<file path="src/rtl/hazard_pkg.sv">
// Shared encodings for the hazard scheduler: EX operand-mux select codes and FSM states.
package hazard_pkg;

  typedef enum logic [1:0] {
    FWD_REG  = 2'b00,
    FWD_WB   = 2'b01,
    FWD_MEM  = 2'b10,
    FWD_RSVD = 2'b11
  } fwd_e;

  typedef enum logic [1:0] {
    RUN      = 2'b00,
    LD_STALL = 2'b01,
    FROZEN   = 2'b10
  } hz_state_e;

endpackage

</file>
<file path="src/rtl/hazard_scheduler_if.sv">
// ID-stage request, pipeline status and hazard-control response bundle of the hazard scheduler.
interface hazard_scheduler_if #(
  parameter int REG_AW = 5,
  parameter int PERF_W = 32
);
  logic              id_valid;
  logic [REG_AW-1:0] id_rs1;
  logic [REG_AW-1:0] id_rs2;
  logic [REG_AW-1:0] id_rd;
  logic              id_reg_write;
  logic              id_mem_read;
  logic              ex_branch_taken;
  logic              mem_busy;
  logic [1:0]        fwd_a_sel;
  logic [1:0]        fwd_b_sel;
  logic              stall_pc;
  logic              stall_if_id;
  logic              flush_if_id;
  logic              flush_id_ex;
  logic              freeze;
  logic [PERF_W-1:0] perf_stall_cnt;
  logic [PERF_W-1:0] perf_flush_cnt;

  modport master (
    output id_valid, id_rs1, id_rs2, id_rd, id_reg_write, id_mem_read,
           ex_branch_taken, mem_busy,
    input  fwd_a_sel, fwd_b_sel, stall_pc, stall_if_id, flush_if_id,
           flush_id_ex, freeze, perf_stall_cnt, perf_flush_cnt
  );

  modport slave (
    input  id_valid, id_rs1, id_rs2, id_rd, id_reg_write, id_mem_read,
           ex_branch_taken, mem_busy,
    output fwd_a_sel, fwd_b_sel, stall_pc, stall_if_id, flush_if_id,
           flush_id_ex, freeze, perf_stall_cnt, perf_flush_cnt
  );
endinterface

</file>
<file path="src/rtl/hazard_stage_track.sv">
// Two-entry destination tracker: entry 0 = ID/EX, entry 1 = EX/MEM.
// hold freezes both entries; clear loads a bubble into ID/EX as the pair shifts.
module hazard_stage_track #(
  parameter int AW = 5
) (
  input  logic               clk,
  input  logic               rst_n,
  input  logic               hold,
  input  logic               clear,
  input  logic [AW-1:0]      in_rd,
  input  logic               in_we,
  input  logic               in_ld,
  output logic [1:0][AW-1:0] rd,
  output logic [1:0]         we,
  output logic [1:0]         ld
);

  always_ff @(posedge clk or negedge rst_n) begin
    if (!rst_n) begin
      rd <= '0;
      we <= '0;
      ld <= '0;
    end else if (!hold) begin
      rd[1] <= rd[0];
      we[1] <= we[0];
      ld[1] <= ld[0];
      if (clear) begin
        rd[0] <= '0;
        we[0] <= 1'b0;
        ld[0] <= 1'b0;
      end else begin
        rd[0] <= in_rd;
        we[0] <= in_we;
        ld[0] <= in_ld;
      end
    end
  end

endmodule

</file>
<file path="src/rtl/hazard_scheduler.sv">
// Forwarding-select, load-use stall, branch-flush and freeze control for a 5-stage pipeline.
// Define HAZARD_PERF_EN to build the saturating stall/flush event counters.
module hazard_scheduler
  import hazard_pkg::*;
#(
  parameter int REG_AW = 5,
  parameter int PERF_W = 32
) (
  input logic         clk,
  input logic         rst_n,
  hazard_scheduler_if.slave hif
);

  logic [1:0][REG_AW-1:0] trk_rd;
  logic [1:0]             trk_we;
  logic [1:0]             trk_ld;
  hz_state_e              state, prev_state, eff_state;
  logic                   br_pend, br, lu, lu_raw, frz;
  fwd_e                   sel_a, sel_b, sel_a_q, sel_b_q;

  assign frz = hif.mem_busy;

  hazard_stage_track #(.AW(REG_AW)) u_track (
    .clk   (clk),
    .rst_n (rst_n),
    .hold  (frz),
    .clear (hif.flush_id_ex),
    .in_rd (hif.id_rd),
    .in_we (hif.id_valid & hif.id_reg_write),
    .in_ld (hif.id_valid & hif.id_mem_read),
    .rd    (trk_rd),
    .we    (trk_we),
    .ld    (trk_ld)
  );

  // Leaving FROZEN, decisions are made as if in the state we froze from.
  assign eff_state = (state == FROZEN) ? prev_state : state;
  assign br        = !frz && (hif.ex_branch_taken || br_pend);
  assign lu_raw    = hif.id_valid && trk_ld[0] && trk_we[0] && (trk_rd[0] != '0) &&
                     ((hif.id_rs1 == trk_rd[0]) || (hif.id_rs2 == trk_rd[0]));
  assign lu        = !frz && !br && (eff_state == RUN) && lu_raw;

  assign hif.freeze      = frz;
  assign hif.flush_if_id = br;
  assign hif.flush_id_ex = br | lu;
  assign hif.stall_pc    = lu;
  assign hif.stall_if_id = lu;

  always_comb begin
    sel_a = FWD_REG;
    sel_b = FWD_REG;
    if (trk_we[0] && trk_rd[0] != '0 && trk_rd[0] == hif.id_rs1)      sel_a = FWD_MEM;
    else if (trk_we[1] && trk_rd[1] != '0 && trk_rd[1] == hif.id_rs1) sel_a = FWD_WB;
    if (trk_we[0] && trk_rd[0] != '0 && trk_rd[0] == hif.id_rs2)      sel_b = FWD_MEM;
    else if (trk_we[1] && trk_rd[1] != '0 && trk_rd[1] == hif.id_rs2) sel_b = FWD_WB;
  end

  always_ff @(posedge clk or negedge rst_n) begin
    if (!rst_n) begin
      sel_a_q <= FWD_REG;
      sel_b_q <= FWD_REG;
    end else if (!frz) begin
      if (hif.flush_id_ex || !hif.id_valid) begin
        sel_a_q <= FWD_REG;
        sel_b_q <= FWD_REG;
      end else begin
        sel_a_q <= sel_a;
        sel_b_q <= sel_b;
      end
    end
  end

  assign hif.fwd_a_sel = sel_a_q;
  assign hif.fwd_b_sel = sel_b_q;

  // A branch that resolves while frozen must still flush once the pipeline moves.
  always_ff @(posedge clk or negedge rst_n) begin
    if (!rst_n)   br_pend <= 1'b0;
    else if (frz) br_pend <= br_pend | hif.ex_branch_taken;
    else          br_pend <= 1'b0;
  end

  always_ff @(posedge clk or negedge rst_n) begin
    if (!rst_n) begin
      state      <= RUN;
      prev_state <= RUN;
    end else if (frz) begin
      if (state != FROZEN) prev_state <= state;
      state <= FROZEN;
    end else begin
      state <= lu ? LD_STALL : RUN;
    end
  end

`ifdef HAZARD_PERF_EN
  logic [PERF_W-1:0] stall_cnt, flush_cnt;

  always_ff @(posedge clk or negedge rst_n) begin
    if (!rst_n) begin
      stall_cnt <= '0;
      flush_cnt <= '0;
    end else begin
      if (lu && stall_cnt != '1) stall_cnt <= stall_cnt + PERF_W'(1);
      if (br && flush_cnt != '1) flush_cnt <= flush_cnt + PERF_W'(1);
    end
  end

  assign hif.perf_stall_cnt = stall_cnt;
  assign hif.perf_flush_cnt = flush_cnt;
`else
  assign hif.perf_stall_cnt = '0;
  assign hif.perf_flush_cnt = '0;
`endif

endmodule

</file>
<file path="src/flat_wrapper.sv">
// flat-port wrapper written by rule: the top's interface ports become plain ports
module hazard_scheduler_flat import hazard_pkg::*;
#(
  parameter int REG_AW = 5,
  parameter int PERF_W = 32
)
  (clk, rst_n, hif_id_valid, hif_id_rs1, hif_id_rs2, hif_id_rd, hif_id_reg_write, hif_id_mem_read, hif_ex_branch_taken, hif_mem_busy, hif_fwd_a_sel, hif_fwd_b_sel, hif_stall_pc, hif_stall_if_id, hif_flush_if_id, hif_flush_id_ex, hif_freeze, hif_perf_stall_cnt, hif_perf_flush_cnt);
  hazard_scheduler_if #(.REG_AW(REG_AW), .PERF_W(PERF_W)) hif_i ();
  input logic clk;
  input logic rst_n;
  input wire logic [$bits(hif_i.id_valid)-1:0] hif_id_valid;
  input wire logic [$bits(hif_i.id_rs1)-1:0] hif_id_rs1;
  input wire logic [$bits(hif_i.id_rs2)-1:0] hif_id_rs2;
  input wire logic [$bits(hif_i.id_rd)-1:0] hif_id_rd;
  input wire logic [$bits(hif_i.id_reg_write)-1:0] hif_id_reg_write;
  input wire logic [$bits(hif_i.id_mem_read)-1:0] hif_id_mem_read;
  input wire logic [$bits(hif_i.ex_branch_taken)-1:0] hif_ex_branch_taken;
  input wire logic [$bits(hif_i.mem_busy)-1:0] hif_mem_busy;
  output wire logic [$bits(hif_i.fwd_a_sel)-1:0] hif_fwd_a_sel;
  output wire logic [$bits(hif_i.fwd_b_sel)-1:0] hif_fwd_b_sel;
  output wire logic [$bits(hif_i.stall_pc)-1:0] hif_stall_pc;
  output wire logic [$bits(hif_i.stall_if_id)-1:0] hif_stall_if_id;
  output wire logic [$bits(hif_i.flush_if_id)-1:0] hif_flush_if_id;
  output wire logic [$bits(hif_i.flush_id_ex)-1:0] hif_flush_id_ex;
  output wire logic [$bits(hif_i.freeze)-1:0] hif_freeze;
  output wire logic [$bits(hif_i.perf_stall_cnt)-1:0] hif_perf_stall_cnt;
  output wire logic [$bits(hif_i.perf_flush_cnt)-1:0] hif_perf_flush_cnt;
  assign hif_i.id_valid = hif_id_valid;
  assign hif_i.id_rs1 = hif_id_rs1;
  assign hif_i.id_rs2 = hif_id_rs2;
  assign hif_i.id_rd = hif_id_rd;
  assign hif_i.id_reg_write = hif_id_reg_write;
  assign hif_i.id_mem_read = hif_id_mem_read;
  assign hif_i.ex_branch_taken = hif_ex_branch_taken;
  assign hif_i.mem_busy = hif_mem_busy;
  assign hif_fwd_a_sel = hif_i.fwd_a_sel;
  assign hif_fwd_b_sel = hif_i.fwd_b_sel;
  assign hif_stall_pc = hif_i.stall_pc;
  assign hif_stall_if_id = hif_i.stall_if_id;
  assign hif_flush_if_id = hif_i.flush_if_id;
  assign hif_flush_id_ex = hif_i.flush_id_ex;
  assign hif_freeze = hif_i.freeze;
  assign hif_perf_stall_cnt = hif_i.perf_stall_cnt;
  assign hif_perf_flush_cnt = hif_i.perf_flush_cnt;
  hazard_scheduler #(.REG_AW(REG_AW), .PERF_W(PERF_W)) u_core (.clk(clk), .rst_n(rst_n), .hif(hif_i));
endmodule
</file>
<file path="config.mk">
export PLATFORM = sky130hd
export DESIGN_NAME = hazard_scheduler_flat
export DESIGN_NICKNAME = d
export VERILOG_FILES = /design/src/rtl/hazard_pkg.sv /design/src/rtl/hazard_scheduler_if.sv /design/src/rtl/hazard_stage_track.sv /design/src/rtl/hazard_scheduler.sv /design/src/flat_wrapper.sv
export SDC_FILE = /design/constraint.sdc
export NUM_CORES = 1
export LEC_CHECK = 0
export BUFFER_PORTS_ARGS = -buffer_cell sky130_fd_sc_hd__buf_2
export CAP_MARGIN = 10
export CORE_UTILIZATION = 45
export DETAILED_ROUTE_END_ITERATION = 7
export PLACE_DENSITY = 0.86
export SYNTH_ARGS = -nofsm -noshare
export SYNTH_HDL_FRONTEND = slang
export SYNTH_SLANG_ARGS = --single-unit
export TNS_END_PERCENT = 10
</file>
<file path="constraint.sdc">
create_clock -name clk -period 5.1 [get_ports clk]
set_input_delay 1.02 -clock clk [delete_from_list [all_inputs] [get_ports clk]]
set_output_delay 1.02 -clock clk [all_outputs]
set_load 0.005 [all_outputs]
</file>
==> flow_summary.json, run 1 <==
{
  "period_needed_ps": 3630,
  "peakVddDrop_mv": 0.130,
  "rsz0062_at_grt": "false",
  "reg2regPathDepth": 5,
  "cpPeakStageDelay_ps": 650,
  "drive_gt1_share_pct": 21.4,
  "critical_path_buf_inv_count": 2,
  "syn_avg_cell_area_sq_um": 9.03,
  "nets": 239,
  "cts-root-buf": "clkbuf_8",
  "crit_cells": 6,
  "io_buffers": 30,
  "die_h_um": 63.4,
  "ant_nets": 0,
  "m1WireLength_um": 1230,
  "drc_errors": 0,
  "cts_setup_buffers": 0,
  "totalPowerFinal_mw": 0.374,
  "viasPerCell": 4.39,
  "ctsHtreeMaxLevel": 1,
  "drt-initial-drc-count": 17,
  "fin_skew_ps": 3.16,
  "grtUsageTotal_pct": 14.7,
  "cts_tree": "yes",
  "grt_max_degree": 28,
  "cp_slowest_cell": "nor3_2",
  "hold_path_depth": 2,
  "ys_ff_latch": 22,
  "dp.cells": 258,
  "synth-async-reset-ratio_pct": 100,
  "gp_congestion": 0.872,
  "syn2layout_area_growth_pct": -1.33,
  "cpMostUsedCell": "buf_2",
  "fillers": 355,
  "vias": 1147,
  "path_delay_family": "simple AND/OR/NAND/NOR gates",
  "worstSetupPathType": "primary input to output port",
  "powerDensity_nw_per_um2": 223,
  "drv_slew": 0,
  "dr_wl_met3_um": 159,
  "synth_area_sq_um": 1700,
  "cts_buffers": 3,
  "crit_fanout": 27,
  "hold_path.class": "register to register",
  "path_cells": "buf_2, nor3_2, nand4_4, a21oi_4, or2_1, buf_2",
  "fmax_mhz": 276,
  "grt_pass1_vias": 983,
  "clock_path_buffers": 2,
  "tightest_slew_ps": 694,
  "cts_resized": 0,
  "postLayoutCoreUtil_pct": 48.3,
  "grt_remaining_overflow": 0,
  "seq_area_frac_synth_pct": 32.4,
  "cts_sinks": 22,
  "firstDrtPassIters": 4,
  "worstPathArrival_ps": 2610,
  "final_cells": 261,
  "min_period_over_period_pct": 71.1,
  "io_pins": 95,
  "cap_viol_max_count": 0,
  "start_util_pct": 49.0,
  "fp.coreArea_sq_um": 3470,
  "antenna_found_initial": 0,
  "ys_types": 29,
  "yosysWarnings": 0,
  "wl_per_cell_um": 11.2,
  "n_antenna_cell": 0,
  "synth_edf_count": 0,
  "rows": 21,
  "tns_ps": 0,
  "grt_pass1_wl_um": 4550,
  "crit_path_end_kind": "output port",
  "drt_wl_total_um": 2910,
  "hold_buffers": 0,
  "hpwlAfterDp_um": 2320,
  "syn_inst": 188,
  "max-slew-margin-rel_pct": 53.5,
  "die_w_um": 63.4,
  "wl_met2_um": 1480,
  "status": "finished clean",
  "die_area_sq_um": 4020,
  "hold_viol": 0,
  "clock_latency_ps": 260,
  "routed.top_layer": "met4",
  "p_leak_nw": 0.862,
  "synthFlopType": "dfrtp_1",
  "cp.required_ps": 4080,
  "cts.clk_slew.worst_paths_ps": 70,
  "start_kind": "primary input",
  "finalSetupViolations": 0
}
==> routing by layer <==
layer	up-vias	global-route usage (%)
li1	548	-
met5	-	0
met2	62	24.5
met4	0	5.68
met3	5	2.17
met1	532	19.0
==> cell usage in the layout, fill, tap and decap left out, types with 3 or more instances in the layout <==
cell type  instances
clkbuf_8           3
xnor2_1            9
xor2_1             7
mux2_2             5
a21oi_1            5
conb_1            64
nor2_1             3
inv_1              4
nand2_1           20
nor3_1             4
o21ai_0           12
o31ai_1            4
nor2b_1            5
nand3_1            6
dfrtp_1           22
buf_2             30
==> Yosys cell counts, types with 2 or more instances <==
cell type,count,area [sq um]
o31ai_1,4,30.0
buf_4,66,495
nor2_1,3,11.3
xor2_1,7,61.3
nand2_1,20,75.1
o21ai_0,12,60.1
nor3_1,4,20.0
inv_1,4,15.0
a21oi_1,5,25.0
mux2_2,5,56.3
nor2b_1,5,31.3
xnor2_1,9,78.8
clkbuf_1,2,7.51
nand3_1,6,30.0
dfrtp_1,22,551
==> worst reg2reg max path: stages, from the launching register on <==
cell and delay [ps]:
dfrtp_1 460, nor2b_1 190, a2111oi_2 370, nand4b_2 270, a21oi_4 300, o21ai_0 150
==> path summary, 6_finish.rpt <==
kind / startpoint / endpoint / slack [ps]
worst max-delay path: hif_mem_busy / hif_flush_id_ex / 1470
worst min-delay path: u_core.hif.fwd_b_sel[0] / u_core.hif.fwd_b_sel[0] / 480
worst max register to register: u_core.u_track.rd[3] / u_core.u_track.rd[1] / 3230
worst min register to register: u_core.hif.fwd_b_sel[0] / u_core.hif.fwd_b_sel[0] / 480
max in group asynchronous: rst_n / u_core.prev_state[0] / 4080
min in group asynchronous: rst_n / u_core.u_track.we[0] / 700
==> flip-flops by register name, summed over array words and instances, names as in the netlist <==
name	cells
u_core.u_track.ld	1
u_core.prev_state	2
u_core.br_pend	1
u_core.u_track.we	2
u_core.state	2
u_core.u_track.rd	10
u_core.hif.fwd_a_sel	2
u_core.hif.fwd_b_sel	2
==> kinds of logic after synthesis <==
| logic type | Yosys count | synth area share (%) |
|---|---|---|
| other | 1 | 0.221 |
| AO/OA/AOI/OAI | 26 | 10.4 |
| XOR/XNOR | 16 | 8.25 |
| multiplexers | 5 | 3.32 |
| AND/OR/NAND/NOR | 45 | 14.6 |
| flip-flops | 22 | 32.4 |
| buffers and inverters | 73 | 30.8 |
==> cell type report <==
cell class / count / area, sq um / share of cell area (%)
clock buffers: 3 / 41.3 / 2.46
inverters: 4 / 15.0 / 0.896
repair buffers: 30 / 150 / 8.96
flip-flops and latches: 22 / 551 / 32.9
well taps: 46 / 57.6 / 3.44
multi-input cells: 156 / 861 / 51.4
==> where the power goes <==
group | switching (mW) | total (mW) | leakage [nW] | internal, mW
Combinational | 0.0431 | 0.0732 | 0.544 | 0.0301
Clock | 0.0518 | 0.105 | 0.0216 | 0.0527
Sequential | 0.0129 | 0.196 | 0.296 | 0.183
==> through the flow <==
stage	area (sq um)	setup slack, ps	hold slack, ps
after CTS	1680	1460	488
after global routing	1680	1320	522
after floorplan	1930	1920	442
after detailed placement	1630	1490	471
after global placement	1630	1610	465
final	1680	1470	483
Note: power is estimated with default switching activity, not from simulation.
==> inputs of run 2 (changes only) <==
==> constraint.sdc (replaced) <==
create_clock -name clk -period 3.5 [get_ports clk]
set_input_delay 0.7 -clock clk [delete_from_list [all_inputs] [get_ports clk]]
set_output_delay 0.7 -clock clk [all_outputs]
set_load 0.005 [all_outputs]
==> run 2 against run 1 <==
- clock skew up 4.2 ps
- wire length fell by 5.0%
- critical path depth did not move
- register-to-register slack got worse by 1500 ps
- clock-buffer cell count grew 1
- critical path type is now register to output port
==> flow_summary.json, run 2 (same netlist as run 1, synthesis figures left out) <==
{
  "status": "finished clean",
  "final_cells": 263,
  "sw_frac_of_total_pct": 28.0,
  "dp.cells": 259,
  "grtUsageTotal_pct": 14.0,
  "power_switching_mw": 0.160,
  "drt_wl_total_um": 2770,
  "gp_congestion": 0.891,
  "p_leak_nw": 0.874,
  "postLayoutCoreUtil_pct": 48.9,
  "cap_viol_max_count": 0,
  "io_buffers": 30,
  "cts_setup_buffers": 0,
  "die_h_um": 63.4,
  "viasPerCell": 4.25,
  "fin_skew_ps": 7.36,
  "rsz0062_at_grt": "false",
  "hpwlAfterDp_um": 2260,
  "p_int_mw": 0.412,
  "wl_per_cell_um": 10.5,
  "crit_path_end_kind": "output port",
  "ant_nets": 0,
  "grt_pass1_vias": 914,
  "hold_viol": 0,
  "final_area_sq_um": 1700,
  "drt-initial-drc-count": 21,
  "tns_ps": 0,
  "rows": 21,
  "cts-root-buf": "clkbuf_8",
  "final_cell_mix": "64 x conb_1, 30 x buf_2, 22 x dfrtp_1",
  "drc_errors": 0,
  "grt_max_degree": 28,
  "drive_gt1_share_pct": 22.1,
  "clock_latency_ps": 270,
  "vias": 1118,
  "n_antenna_cell": 0,
  "clock_path_buffers": 2,
  "cts_buffers": 3,
  "die_w_um": 63.4,
  "regMostFlops": "u_core.u_track.rd",
  "start_util_pct": 49.0,
  "dpl_cell_area_sq_um": 1640,
  "grt_remaining_overflow": 0,
  "nets": 240,
  "io_pins": 95,
  "fp.coreArea_sq_um": 3470,
  "antenna_found_initial": 0,
  "p_seq_share_pct": 49.8,
  "finalSetupViolations": 0,
  "cts_resized": 0,
  "firstDrtPassIters": 4,
  "min_period_over_period_pct": 78.2,
  "clkPwrFrac_pct": 31.8,
  "worstSetupPathType": "register to output port",
  "powerDensity_nw_per_um2": 337,
  "period_needed_ps": 2740,
  "grt_pass1_wl_um": 4330,
  "start_kind": "register",
  "cts_sinks": 22,
  "cp.required_ps": 2800,
  "syn2layout_area_growth_pct": -0.0735,
  "worstPathArrival_ps": 2040,
  "fillers": 339,
  "hold_buffers": 0,
  "cts.clk_slew.worst_paths_ps": 80,
  "crit_fanout": 10,
  "cts_tree": "yes",
  "drv_slew": 0,
  "hold_path.class": "primary input to asynchronous set/reset pin",
  "largest_reg_flops": 10,
  "peakVddDrop_mv": 0.190,
  "fmax_mhz": 366,
  "ctsHtreeMaxLevel": 1,
  "combPwrFrac_pct": 18.4,
  "layout_commonest_cell": "conb_1",
  "die_area_sq_um": 4020
}
run 2: final timing paths:
check                                   startpoint                       to  slack [ps]  cells past startpoint
setup / recovery              u_core.u_track.rd[3]          hif_flush_id_ex         760                      6
hold / removal                               rst_n     u_core.u_track.rd[2]         380                      1
setup reg to reg              u_core.u_track.rd[3]     u_core.u_track.ld[0]        1700                      5
hold reg to reg            u_core.hif.fwd_a_sel[1]  u_core.hif.fwd_a_sel[1]         480                      2
max in group asynchronous                    rst_n  u_core.hif.fwd_b_sel[0]        2800                      1
min in group clk           u_core.hif.fwd_a_sel[1]  u_core.hif.fwd_a_sel[1]         480                      2
run 2: area by class of cell:
class                      instances  area [sq um]  area share [%]
multi-input combinational        156           861            50.7
sequential                        22           551            32.4
clock buffer                       4          55.1            3.24
inverter                           4          15.0           0.885
tap                               46          57.6            3.39
timing repair buffer              31           158            9.29
run 2: metrics by stage:
| step | worst slack [ps] | total power [mW] | hold WS (ps) |
|---|---|---|---|
| floorplan | 961 | 0.410 | 404 |
| global placement | 839 | 0.391 | 465 |
| detailed placement | 794 | 0.394 | 475 |
| CTS | 755 | 0.576 | 390 |
| global route | 609 | 0.605 | 424 |
| finish | 764 | 0.572 | 377 |
run 2: critical path, stage by stage, from the launching register on:
cell and delay [ps]:
dfrtp_1 460, nor2b_1 180, a2111oi_2 370, nand4b_2 250, a21oi_4 280, or2_1 140
buf_2 100
run 2: routing by layer:
| metal | GRT usage, % | part of all wire (%) | up-vias |
|---|---|---|---|
| met5 | 0 | 0 | - |
| met4 | 6.82 | 1.4 | 0 |
| met3 | 2.90 | 5.3 | 5 |
| met2 | 21.1 | 50 | 50 |
| met1 | 18.7 | 43 | 512 |
| li1 | - | - | 551 |
run 2: power by group through the flow:
| stage | Clock, mW | Sequential [mW] | Combinational (mW) |
|---|---|---|---|
| finish | 0.182 | 0.285 | 0.105 |
| global route | 0.199 | 0.287 | 0.119 |
| CTS | 0.187 | 0.285 | 0.105 |
| detailed placement | 0 | 0.290 | 0.104 |
| global placement | 0 | 0.289 | 0.102 |
| floorplan | 0 | 0.284 | 0.126 |
